--- src/rtl/mcu_cmd_initiator.sv ---
// mcu_cmd_initiator
// Drives the 32-bit command word {command[3:0], data[27:0]} towards the
// command/response responder and samples its response word. Each transaction
// holds the command for HOLD_CYCLES, samples the response on the last hold
// cycle, then drives NO_COMMAND (0) for GAP_CYCLES to re-arm the responder.
//
// Optional feature macro: MCU_CMD_INITIATOR_AUTOPOLL_EN
//   When defined, a free-running counter requests a GET_FQ_INC poll every
//   POLL_PERIOD cycles. Polls complete on poll_valid/poll_delta and never
//   on rsp_valid. A request offered in the same cycle wins over a poll.
//   When undefined, poll_valid and poll_delta are tied to 0.
//
// Ports
//   aclk        in   clock
//   reset       in   synchronous, active-high reset
//   req_valid   in   request offered
//   req_ready   out  request accepted this cycle (combinational from state)
//   req_cmd     in   command nibble (1 = GET_FQ_INC, 2 = SET_PHASE_INC)
//   req_data    in   28-bit command payload
//   cmd_word    out  registered command word to the responder
//   rsp_word    in   responder response word
//   rsp_valid   out  one-cycle pulse, request transaction complete
//   rsp_data    out  sampled rsp_word, held until the next completion
//   busy        out  high whenever not IDLE
//   poll_valid  out  one-cycle pulse, autopoll complete
//   poll_delta  out  rsp_word[7:0] of the last autopoll (signed)
module mcu_cmd_initiator #(
   parameter int unsigned HOLD_CYCLES = 32,
   parameter int unsigned GAP_CYCLES  = 4,
   parameter int unsigned POLL_PERIOD = 100000
) (
   input  logic        aclk,
   input  logic        reset,
   input  logic        req_valid,
   output logic        req_ready,
   input  logic [3:0]  req_cmd,
   input  logic [27:0] req_data,
   output logic [31:0] cmd_word,
   input  logic [31:0] rsp_word,
   output logic        rsp_valid,
   output logic [31:0] rsp_data,
   output logic        busy,
   output logic        poll_valid,
   output logic [7:0]  poll_delta
);

   localparam int unsigned CNT_MAX = (HOLD_CYCLES > GAP_CYCLES) ? HOLD_CYCLES : GAP_CYCLES;
   localparam int unsigned CNT_W   = $clog2(CNT_MAX + 1);
   localparam logic [3:0]  CMD_NONE       = 4'h0;
   localparam logic [3:0]  CMD_GET_FQ_INC = 4'h1;

   // Elaboration-time parameter range check
   if (HOLD_CYCLES < 2 || GAP_CYCLES < 1 || POLL_PERIOD < 2) begin : g_bad_params
      $error("mcu_cmd_initiator: parameter out of range");
   end

   typedef enum logic [1:0] {
      ST_IDLE  = 2'd0,
      ST_ISSUE = 2'd1,
      ST_GAP   = 2'd2
   } state_e;

   state_e            state_q, state_d;
   logic [CNT_W-1:0]  cnt_q, cnt_d;
   logic [31:0]       cmd_word_q, cmd_word_d;
   logic              rsp_valid_q, rsp_valid_d;
   logic [31:0]       rsp_data_q, rsp_data_d;

   // Poll interface into the FSM; constant 0 when autopoll is compiled out
   logic              poll_pending_c;
   logic              is_poll_c;

   // State and datapath registers
   always_ff @(posedge aclk) begin
      if (reset) begin
         state_q     <= ST_IDLE;
         cnt_q       <= '0;
         cmd_word_q  <= '0;
         rsp_valid_q <= 1'b0;
         rsp_data_q  <= '0;
      end else begin
         state_q     <= state_d;
         cnt_q       <= cnt_d;
         cmd_word_q  <= cmd_word_d;
         rsp_valid_q <= rsp_valid_d;
         rsp_data_q  <= rsp_data_d;
      end
   end

   // Next-state, counter and command/response datapath
   always_comb begin
      state_d     = state_q;
      cnt_d       = cnt_q;
      cmd_word_d  = cmd_word_q;
      rsp_valid_d = 1'b0;
      rsp_data_d  = rsp_data_q;
      req_ready   = 1'b0;

      unique case (state_q)
         ST_IDLE: begin
            // A pending poll only claims IDLE when no request is offered
            req_ready  = !(poll_pending_c && !req_valid);
            cmd_word_d = '0;
            if (req_valid) begin
               if (req_cmd == CMD_NONE) begin
                  // NO_COMMAND request completes immediately with zero data
                  state_d     = ST_GAP;
                  cnt_d       = CNT_W'(GAP_CYCLES);
                  rsp_valid_d = 1'b1;
                  rsp_data_d  = '0;
               end else begin
                  state_d    = ST_ISSUE;
                  cnt_d      = CNT_W'(HOLD_CYCLES);
                  cmd_word_d = {req_cmd, req_data};
               end
            end else if (poll_pending_c) begin
               state_d    = ST_ISSUE;
               cnt_d      = CNT_W'(HOLD_CYCLES);
               cmd_word_d = {CMD_GET_FQ_INC, 28'h0};
            end
         end

         ST_ISSUE: begin
            cnt_d = cnt_q - CNT_W'(1);
            if (cnt_q == CNT_W'(1)) begin
               // Last hold cycle: responder has settled, capture its answer
               state_d    = ST_GAP;
               cnt_d      = CNT_W'(GAP_CYCLES);
               cmd_word_d = '0;
               if (!is_poll_c) begin
                  rsp_valid_d = 1'b1;
                  rsp_data_d  = rsp_word;
               end
            end
         end

         ST_GAP: begin
            cmd_word_d = '0;
            cnt_d      = cnt_q - CNT_W'(1);
            if (cnt_q == CNT_W'(1)) begin
               state_d = ST_IDLE;
            end
         end

         default: begin
            state_d    = ST_IDLE;
            cmd_word_d = '0;
         end
      endcase
   end

   assign cmd_word  = cmd_word_q;
   assign rsp_valid = rsp_valid_q;
   assign rsp_data  = rsp_data_q;
   assign busy      = (state_q != ST_IDLE);

`ifdef MCU_CMD_INITIATOR_AUTOPOLL_EN
   localparam int unsigned POLL_W = (POLL_PERIOD > 2) ? $clog2(POLL_PERIOD) : 1;

   logic [POLL_W-1:0] poll_cnt_q;
   logic              poll_pending_q;
   logic              is_poll_q;
   logic              poll_valid_q;
   logic [7:0]        poll_delta_q;
   logic              poll_wrap_c;
   logic              poll_issue_c;
   logic              poll_done_c;

   assign poll_wrap_c  = (poll_cnt_q == POLL_W'(POLL_PERIOD - 1));
   assign poll_issue_c = (state_q == ST_IDLE) && poll_pending_q && !req_valid;
   assign poll_done_c  = (state_q == ST_ISSUE) && (cnt_q == CNT_W'(1)) && is_poll_q;

   // Poll timer, sticky pending flag and poll completion outputs
   always_ff @(posedge aclk) begin
      if (reset) begin
         poll_cnt_q     <= '0;
         poll_pending_q <= 1'b0;
         is_poll_q      <= 1'b0;
         poll_valid_q   <= 1'b0;
         poll_delta_q   <= '0;
      end else begin
         poll_cnt_q <= poll_wrap_c ? '0 : poll_cnt_q + POLL_W'(1);
         // A fresh expiry outranks the clear from a poll issued that cycle
         if (poll_wrap_c) begin
            poll_pending_q <= 1'b1;
         end else if (poll_issue_c) begin
            poll_pending_q <= 1'b0;
         end
         // Tag the transaction launched from IDLE as poll or request
         if (state_q == ST_IDLE) begin
            is_poll_q <= poll_issue_c;
         end
         poll_valid_q <= poll_done_c;
         if (poll_done_c) begin
            poll_delta_q <= rsp_word[7:0];
         end
      end
   end

   assign poll_pending_c = poll_pending_q;
   assign is_poll_c      = is_poll_q;
   assign poll_valid     = poll_valid_q;
   assign poll_delta     = poll_delta_q;
`else
   assign poll_pending_c = 1'b0;
   assign is_poll_c      = 1'b0;
   assign poll_valid     = 1'b0;
   assign poll_delta     = 8'h00;
`endif

endmodule

--- config.mk ---
export PLATFORM = sky130hd
export DESIGN_NAME = mcu_cmd_initiator
export DESIGN_NICKNAME = d
export VERILOG_FILES = /design/src/rtl/mcu_cmd_initiator.sv
export SDC_FILE = /design/constraint.sdc
export NUM_CORES = 1
export LEC_CHECK = 0
export BUFFER_PORTS_ARGS = -buffer_cell sky130_fd_sc_hd__buf_2
export CORE_MARGIN = 4
export CORE_UTILIZATION = 48
export DETAILED_ROUTE_END_ITERATION = 8
export GPL_ROUTABILITY_DRIVEN = 0
export PLACE_DENSITY_LB_ADDON = 0.25
export SLEW_MARGIN = 20
export SYNTH_ARGS = -nofsm -noshare
export SYNTH_HDL_FRONTEND = slang
export SYNTH_SLANG_ARGS = --single-unit
export TNS_END_PERCENT = 10
--- constraint.sdc ---
create_clock -name aclk -period 3.85 [get_ports aclk]
set_clock_uncertainty 0.05 [all_clocks]
set_input_delay 0.1925 -clock aclk [delete_from_list [all_inputs] [get_ports aclk]]
set_output_delay 0.1925 -clock aclk [all_outputs]
set_load 0.05 [all_outputs]
# ---- Yosys cells after proc, flatten, opt, wreduce, memory -nomap -nowiden
# Index checks and enable logic that the tools add are counted.
dict set report totals {
  register_bits 73
  input_bits 67
  out_inout_bits 76
  wordCells 43
}
dict set report classes {
  n_addsub 1
  n_eq_ne 7
  mux 22
  reduce_logical 8
}
# cell count
set ops {}
lappend ops {{2-to-1 mux 32 bit} 6}
lappend ops {{case mux 32 bit (2 select lines)} 2}
lappend ops {{2-to-1 mux 6 bit} 3}
lappend ops {{case mux 6 bit (3 select lines)} 1}
lappend ops {{2-to-1 mux 2 bit} 4}
lappend ops {{inequality test 2 bit, second input constant} 4}
lappend ops {{== test 6 x 1 -> 1 bit, second input constant} 1}
lappend ops {{case mux 2 bit (3 select lines)} 1}
lappend ops {{subtractor 6 x 1 -> 6 bit, second input constant} 1}
lappend ops {{zero test 4 bit} 1}
lappend ops {{2-to-1 mux 1 bit} 4}
lappend ops {{AND reduction 4 bit} 1}
lappend ops {{nonzero test 2 bit} 2}
lappend ops {{AND reduction 3 bit} 1}
lappend ops {{nonzero test 3 bit} 1}
lappend ops {{== test 2 x 1 -> 1 bit, second input constant} 1}
lappend ops {{== test 2 bit, second input constant} 1}
lappend ops {{zero test 2 bit} 1}
lappend ops {{case mux 1 bit (2 select lines)} 1}
lappend ops {{AND reduction 2 bit} 1}

# ---- Depth between registers and ports, before layout
# Gate-level depths: netlist of the first run.
dict set report depth {
  word_depth 4
  ltp_mapped 9
  mapped_depth_nobuf 6
}

# ---- Worst setup path before layout of the first run
# No wires, ideal clock.
dict set report synth_path {
  path_kind {flip-flop to flip-flop}
  from {register state_q[0]}
  to {register rsp_data_q[0] (netlist: rsp_data[0])}
  setup_time_ns 0.060
  arrival_time_ns 2.259
  required_time_ns 3.740
  slack_ns 1.481
  stages_incl_launch_ff 8
  path_buffers 1
  synth_period_minus_slack_ns 2.369
  path_cell_list {dfxtp_1 inv_1 ha_1 inv_1 a22o_1 a21oi_1 buf_2 a22o_1}
}
dict set report synth_between {
  elab_chain_len 3
  elab_cells_between_ends 8
  classes_between {eq/ne (4); mux (1); reduce/logical (3)}
}
# item line
set synth_lines {}
lappend synth_lines {{start: declaration} 63} ;# state_e state_q, state_d;
lappend synth_lines {{start signal: assignment} 82} ;# state_q <= state_d;
lappend synth_lines {{== test 2 x 1 -> 1 bit / zero test 2 bit (equally long branches)} 99} ;# unique case (state_q)
lappend synth_lines {{inequality test 2 bit (no source line) / nonzero test 2 bit (equally long branches)} n/a}
lappend synth_lines {{AND reduction 4 bit (no source line)} n/a}
lappend synth_lines {{end signal: assignment} 86} ;# rsp_data_q <= rsp_data_d;
lappend synth_lines {{end: declaration} 67} ;# logic [31:0] rsp_data_q, rsp_data_d;
# Parallel ways exist; a longest one is shown, timed or not.
# A chain may end at the register's enable or synchronous reset.

# ---- Worst setup path after layout of the first run
dict set report layout_path {
  from {register cnt_q[0]}
  to {register rsp_data_q[31] (netlist: rsp_data[31])}
}
dict set report layout_between {
  elab_chain_len 3
}
# item line
set layout_lines {}
lappend layout_lines {{start: declaration} 64} ;# logic [CNT_W-1:0] cnt_q, cnt_d;
lappend layout_lines {{start signal: assignment} 83} ;# cnt_q <= cnt_d;
lappend layout_lines {{== test 6 x 1 -> 1 bit} 125} ;# if (cnt_q == CNT_W'(1)) begin
lappend layout_lines {{inequality test 2 bit (no source line)} n/a}
lappend layout_lines {{AND reduction 4 bit (no source line)} n/a}
# No other way between the ends.

==> impl_metrics.ini, run 1 <==
[yosys]
synth_area_leader_cell = dfxtp_1
ys_warn_count = 0
yosys-top-cells-area = dfxtp_1 (52%), a22o_1 (10%), a21oi_1 (7.3%), nand3_1 (5.9%), nand2_1 (4.8%)
ys_seq_elements = 73
synth_async_sr_flop_share = 0
synth_area_um2 = 2820
syn_avg_cell_area_um2 = 9.33
synth_edf_count = 0
seq_area_frac_synth = 0.519
synth_cell_types = 37
yosys-top-cells-count = dfxtp_1 (73), a21oi_1 (41), nand2_1 (36), a22o_1 (33), nand3_1 (33)
yosysMostFrequentCell = dfxtp_1
ys.flop_type = dfxtp_1
yosysTopAreaCellShare = 0.519
syn_inst = 302

[global_route]
grt_max_degree = 44
overflow = 0
grt_usage = 0.211
grt_pass1_vias = 2595
antenna_found_initial = 0
grt_first_pass_wirelength_um = 12300

[power]
p_int_mw = 1.49
pwr_density_cell_nw_per_um2 = 674
p_clk_frac = 0.257
switchingPower_mw = 1.06
p_sw_frac = 0.416
seqPwrFrac = 0.350
vdd_ir_drop_max_v = 0.000365
p_leak_nw = 1.77
combPwrFrac = 0.393

[worst_setup_path]
crit_required_ns = 4.02
cp-start-kind = flop
cp.buffers_inverters = 1
r2r_start = cnt_q[0]
reg2reg_depth = 6
cp.arrival_ns = 2.31
cp-end-kind = flop
slowest_stage = dfxtp_1
path_delay_family = compound AO/OA/AOI/OAI gates
critical-path-max-stage-delay_ns = 0.42
path_class = reg2reg
worst_r2r_endpoint = rsp_data[31]
r2r_slack_ns = 1.72
crit_chain = ha_1, nor3b_2, a21bo_1, a21oi_2, buf_4, a22o_1
crit_fanout = 32

[place]
place_area_um2 = 3480
hpwl_um = 5080
io_buffer_count = 133

[clock_tree]
cts_root_buf = clkbuf_8
cts_buffers = 9
clock_latency_ns = 0.34
cts_sinks = 73
path_clk_slew_ns = 0.08
htreeDepth = 3
cts_setup_buffers = 0
cts_tree = built
cts_buffer_depth = 2

[sta]
fmax_mhz = 468
fin_tns_setup_ns = 0
setup_violations = 0
rsz0062_at_grt = no
fin_crit_sh = 0.554
slew_viol_final = 0
worstMarginPinSlew_ns = 0.811
relSlewSlack = 0.444
hold_violations = 0
period_minus_slack_ns = 2.13

[floorplanning]
coreArea_um2 = 5610
die_w_um = 84.6
start_util = 0.502
die_h_um = 84.6
io_pins = 143
die_area_um2 = 7160
placementRows = 27

[route]
drtAntennaViolNets = 0
drt_iter0_drc = 101
drt_first_pass_iters = 4
drt-vias-per-instance = 5.22
drc = 0
top_layer = met4
wl_per_cell_um = 14.6
m1WireLength_um = 3270
wl_met2_um = 3320
met3WireLength_um = 781
vias = 2668
wl_um = 7450

[min_path]
min-delay-path-class = in2reg
min_path_cells = 2
min-delay-start = rsp_word[24]
hold-path-endpoint = rsp_data[24]

[final_layout]
insertedDiodeCount = 0
nets = 506
final_area_um2 = 3790
final.fill_count = 481
syn_to_final_growth_pct = 34.5
drive_gt1_frac = 0.371

[run]
maxCapViolations = 0

[outcome]
status = completed
## metrics by stage
stage                     power [mW]   util  hold slack [ns]  instances  setup WS, ns
after floorplan                 1.68      -            0.268        310          1.48
after global placement          1.89  0.620            0.354        487          1.45
after detailed placement        1.90  0.620            0.357        487          1.43
after CTS                       2.57  0.672          0.00250        510          1.39
after global routing            2.72  0.675         0.000939        511          1.49
final                           2.55  0.675           0.0153        511          1.72
## how the worst max path moves through the flow
stage                         endpoint  cells past startpoint       start
after global placement     rsp_data[3]                      5    cnt_q[0]
after global routing          cnt_q[2]                      5  state_q[0]
after CTS                 rsp_data[31]                      5    cnt_q[0]
after floorplan            rsp_data[0]                      7  state_q[0]
final                     rsp_data[31]                      6    cnt_q[0]
after detailed placement  rsp_data[14]                      5    cnt_q[0]
## cell usage in the layout (no fill, tap or decap), types with 7 or more instances in the layout
master	instances
nor2_1	9
buf_2	133
a21oi_1	40
nand2_1	36
clkbuf_8	9
dfxtp_1	73
conb_1	9
dlygate4sd3_1	7
inv_1	7
a22o_1	33
nand3_1	33
## cell type report
type / instances / area (µm²) / share of cell area
Clock inverter: 7 / 93.8 / 0.0248
Multi-Input combinational cell: 199 / 1220 / 0.322
Tap cell: 72 / 90.1 / 0.0238
Inverter: 7 / 26.3 / 0.00694
Timing Repair Buffer: 144 / 773 / 0.204
Clock buffer: 9 / 124 / 0.0327
Sequential cell: 73 / 1460 / 0.386
## kinds of logic after synthesis
group	share of synthesized area
other cells	0.00133
buf+inv	0.0666
mux	0.00355
compound gates	0.215
fa+ha+maj	0.0222
xor+xnor	0.00311
flops	0.519
simple gates	0.170
## what timing repair did
item                                   in CTS  in global routing
hold buffers                                7                  0
setup endpoints to repair                   0                  0
endpoints found under the hold margin       7                  0
resized for setup                           0                  0
## power groups by stage
| stage | Sequential, mW | Clock, mW | Combinational [mW] |
|---|---|---|---|
| 2_1_floorplan | 1.10 | 0 | 0.576 |
| 3_3_place_gp | 0.907 | 0 | 0.978 |
| 3_5_place_dp | 0.910 | 0 | 0.989 |
| 4_1_cts | 0.894 | 0.672 | 1.00 |
| 5_1_grt | 0.904 | 0.714 | 1.10 |
| 6_report | 0.895 | 0.657 | 1.00 |
## state kept, by name, summed over array words and instances (netlist names)
name	flops
cnt_q	6
state_q	2
rsp_data	32
cmd_word	32
rsp_valid	1
## per-layer routing
metal	vias up	track usage
met5	-	0
met4	0	0.0820
met3	9	0.0844
met2	129	0.322
met1	1213	0.266
li1	1317	-
Note: power is estimated with default switching activity, not from simulation.
==> run 2, diff against run 1 <==
CORE_UTILIZATION = 41   (was 48)
clock period = 1.9 ns   (was 3.85 ns; I/O delays follow)
==> impl_metrics.ini, run 2 (same netlist as run 1, synthesis figures left out) <==
[outcome]
status = completed

[route]
vias = 2991
wl_um = 8620
drt_first_pass_iters = 4
drc = 0
drt_iter0_drc = 114
drt-vias-per-instance = 5.16
drtAntennaViolNets = 0
wl_per_cell_um = 14.9

[power]
p_int_mw = 3.29
switchingPower_mw = 2.22
seqPwrFrac = 0.329
pwr_density_cell_nw_per_um2 = 1230
p_sw_frac = 0.403
p_clk_frac = 0.240
vdd_ir_drop_max_v = 0.000774
p_leak_nw = 2.05
combPwrFrac = 0.431

[sta]
rsz0062_at_grt = no
fin_crit_sh = 0.961
setup_violations = 0
fin_tns_setup_ns = 0
slew_viol_final = 0
fmax_mhz = 548
period_minus_slack_ns = 1.83
hold_violations = 0

[worst_setup_path]
cp-start-kind = primary input
critical-path-max-stage-delay_ns = 0.54
crit_fanout = 32
path_class = in2reg
reg2reg_depth = 4
cp.buffers_inverters = 3
cp-end-kind = flop
crit_required_ns = 2.13
path_delay_family = buffers and inverters
path_depth = 7
slowest_stage = dlygate4sd3_1
crit_chain = dlygate4sd3_1, buf_2, nor4_4, a21oi_1, nor3_4, buf_12, a22o_1
cp.arrival_ns = 2.05

[run]
maxCapViolations = 0

[global_route]
grt_usage = 0.211
grt_max_degree = 37
grt_pass1_vias = 2949
globalRouteMet3Util = 0.0717
gr-max-usage-layer = met2
antenna_found_initial = 0
overflow = 0
grt_use_met1 = 0.253
grt_first_pass_wirelength_um = 14300
use_met2 = 0.347

[floorplanning]
die_area_um2 = 8260
coreArea_um2 = 6490
start_util = 0.434
die_h_um = 90.9
placementRows = 29
die_w_um = 90.9
io_pins = 143

[clock_tree]
cts_root_buf = clkbuf_8
clock_latency_ns = 0.33
cts_tree = built
cts_buffers = 9
htreeDepth = 3
cts_sinks = 73
cts_buffer_depth = 2
path_clk_slew_ns = 0.08

[final_layout]
insertedDiodeCount = 0
final.fill_count = 487
nets = 570
syn_to_final_growth_pct = 59.3
layout.cells.non_filler = 580
final_area_um2 = 4490
layout_common_cells = buf_2 (133), dfxtp_1 (72), dlygate4sd3_1 (64)
fin_util = 0.691
final_common_cell = buf_2
drive_gt1_frac = 0.346

[min_path]
min-delay-path-class = in2reg
min_path_cells = 2

[place]
place_inst = 500
hpwl_um = 5050
io_buffer_count = 133
place_area_um2 = 3610
## run 2: changes by cell type in the layout (fill, tap and decap cells not counted), moves of 2 or more
cell           before  now
buf_4               3    7
buf_12              0    4
clkinv_4            0    2
dlygate4sd3_1       7   64
ha_1                5    3
## run 2: path summary, 6_finish.rpt
kind / startpoint / endpoint / slack [ns]
max: req_cmd[0] / rsp_data[23] / 0.07
min: reset / cnt_q[5] / 0.03
max reg2reg: cnt_q[1] / cnt_q[5] / 0.09
min reg2reg: cmd_word[29] / cmd_word[29] / 0.40
## run 2: timing repair
item                       CTS  global route
setup buffers                0             0
gates resized for setup      1             3
hold endpoints to repair    64             0
hold buffers                64             0
setup endpoints to repair    1            35
## run 2: area by class of cell
cell class	instances	area [µm²]	share of cell area
Clock buffer	10	128	0.0284
Sequential cell	73	1460	0.326
Timing Repair Buffer	208	1440	0.321
Inverter	7	30.0	0.00669
Multi-Input combinational cell	199	1240	0.276
Tap cell	77	96.3	0.0215
Clock inverter	6	91.3	0.0204
## run 2: power by group through the flow
stage | Clock, mW | Combinational (mW) | Sequential (mW)
after detailed placement | 0 | 2.24 | 1.83
after global placement | 0 | 2.24 | 1.83
after floorplan | 0 | 1.24 | 2.24
final | 1.32 | 2.37 | 1.81
after CTS | 1.36 | 2.35 | 1.81
after global routing | 1.43 | 2.58 | 1.83
## run 2: stage by stage
step	worst slack [ns]	hold WS, ns	power (mW)
after floorplan	0.00509	0.170	3.47
after global placement	0.133	0.257	4.07
after detailed placement	0.0153	0.258	4.08
after CTS	0.0532	0.00706	5.52
after global routing	0.00274	0.0155	5.84
final	0.0747	0.0268	5.50
## run 2: per-layer routing
layer / wire length (µm) / vias up
li1: - / 1443
met1: 3590 / 1408
met2: 4180 / 134
met3: 787 / 6
met4: 63 / 0
met5: 0 / -
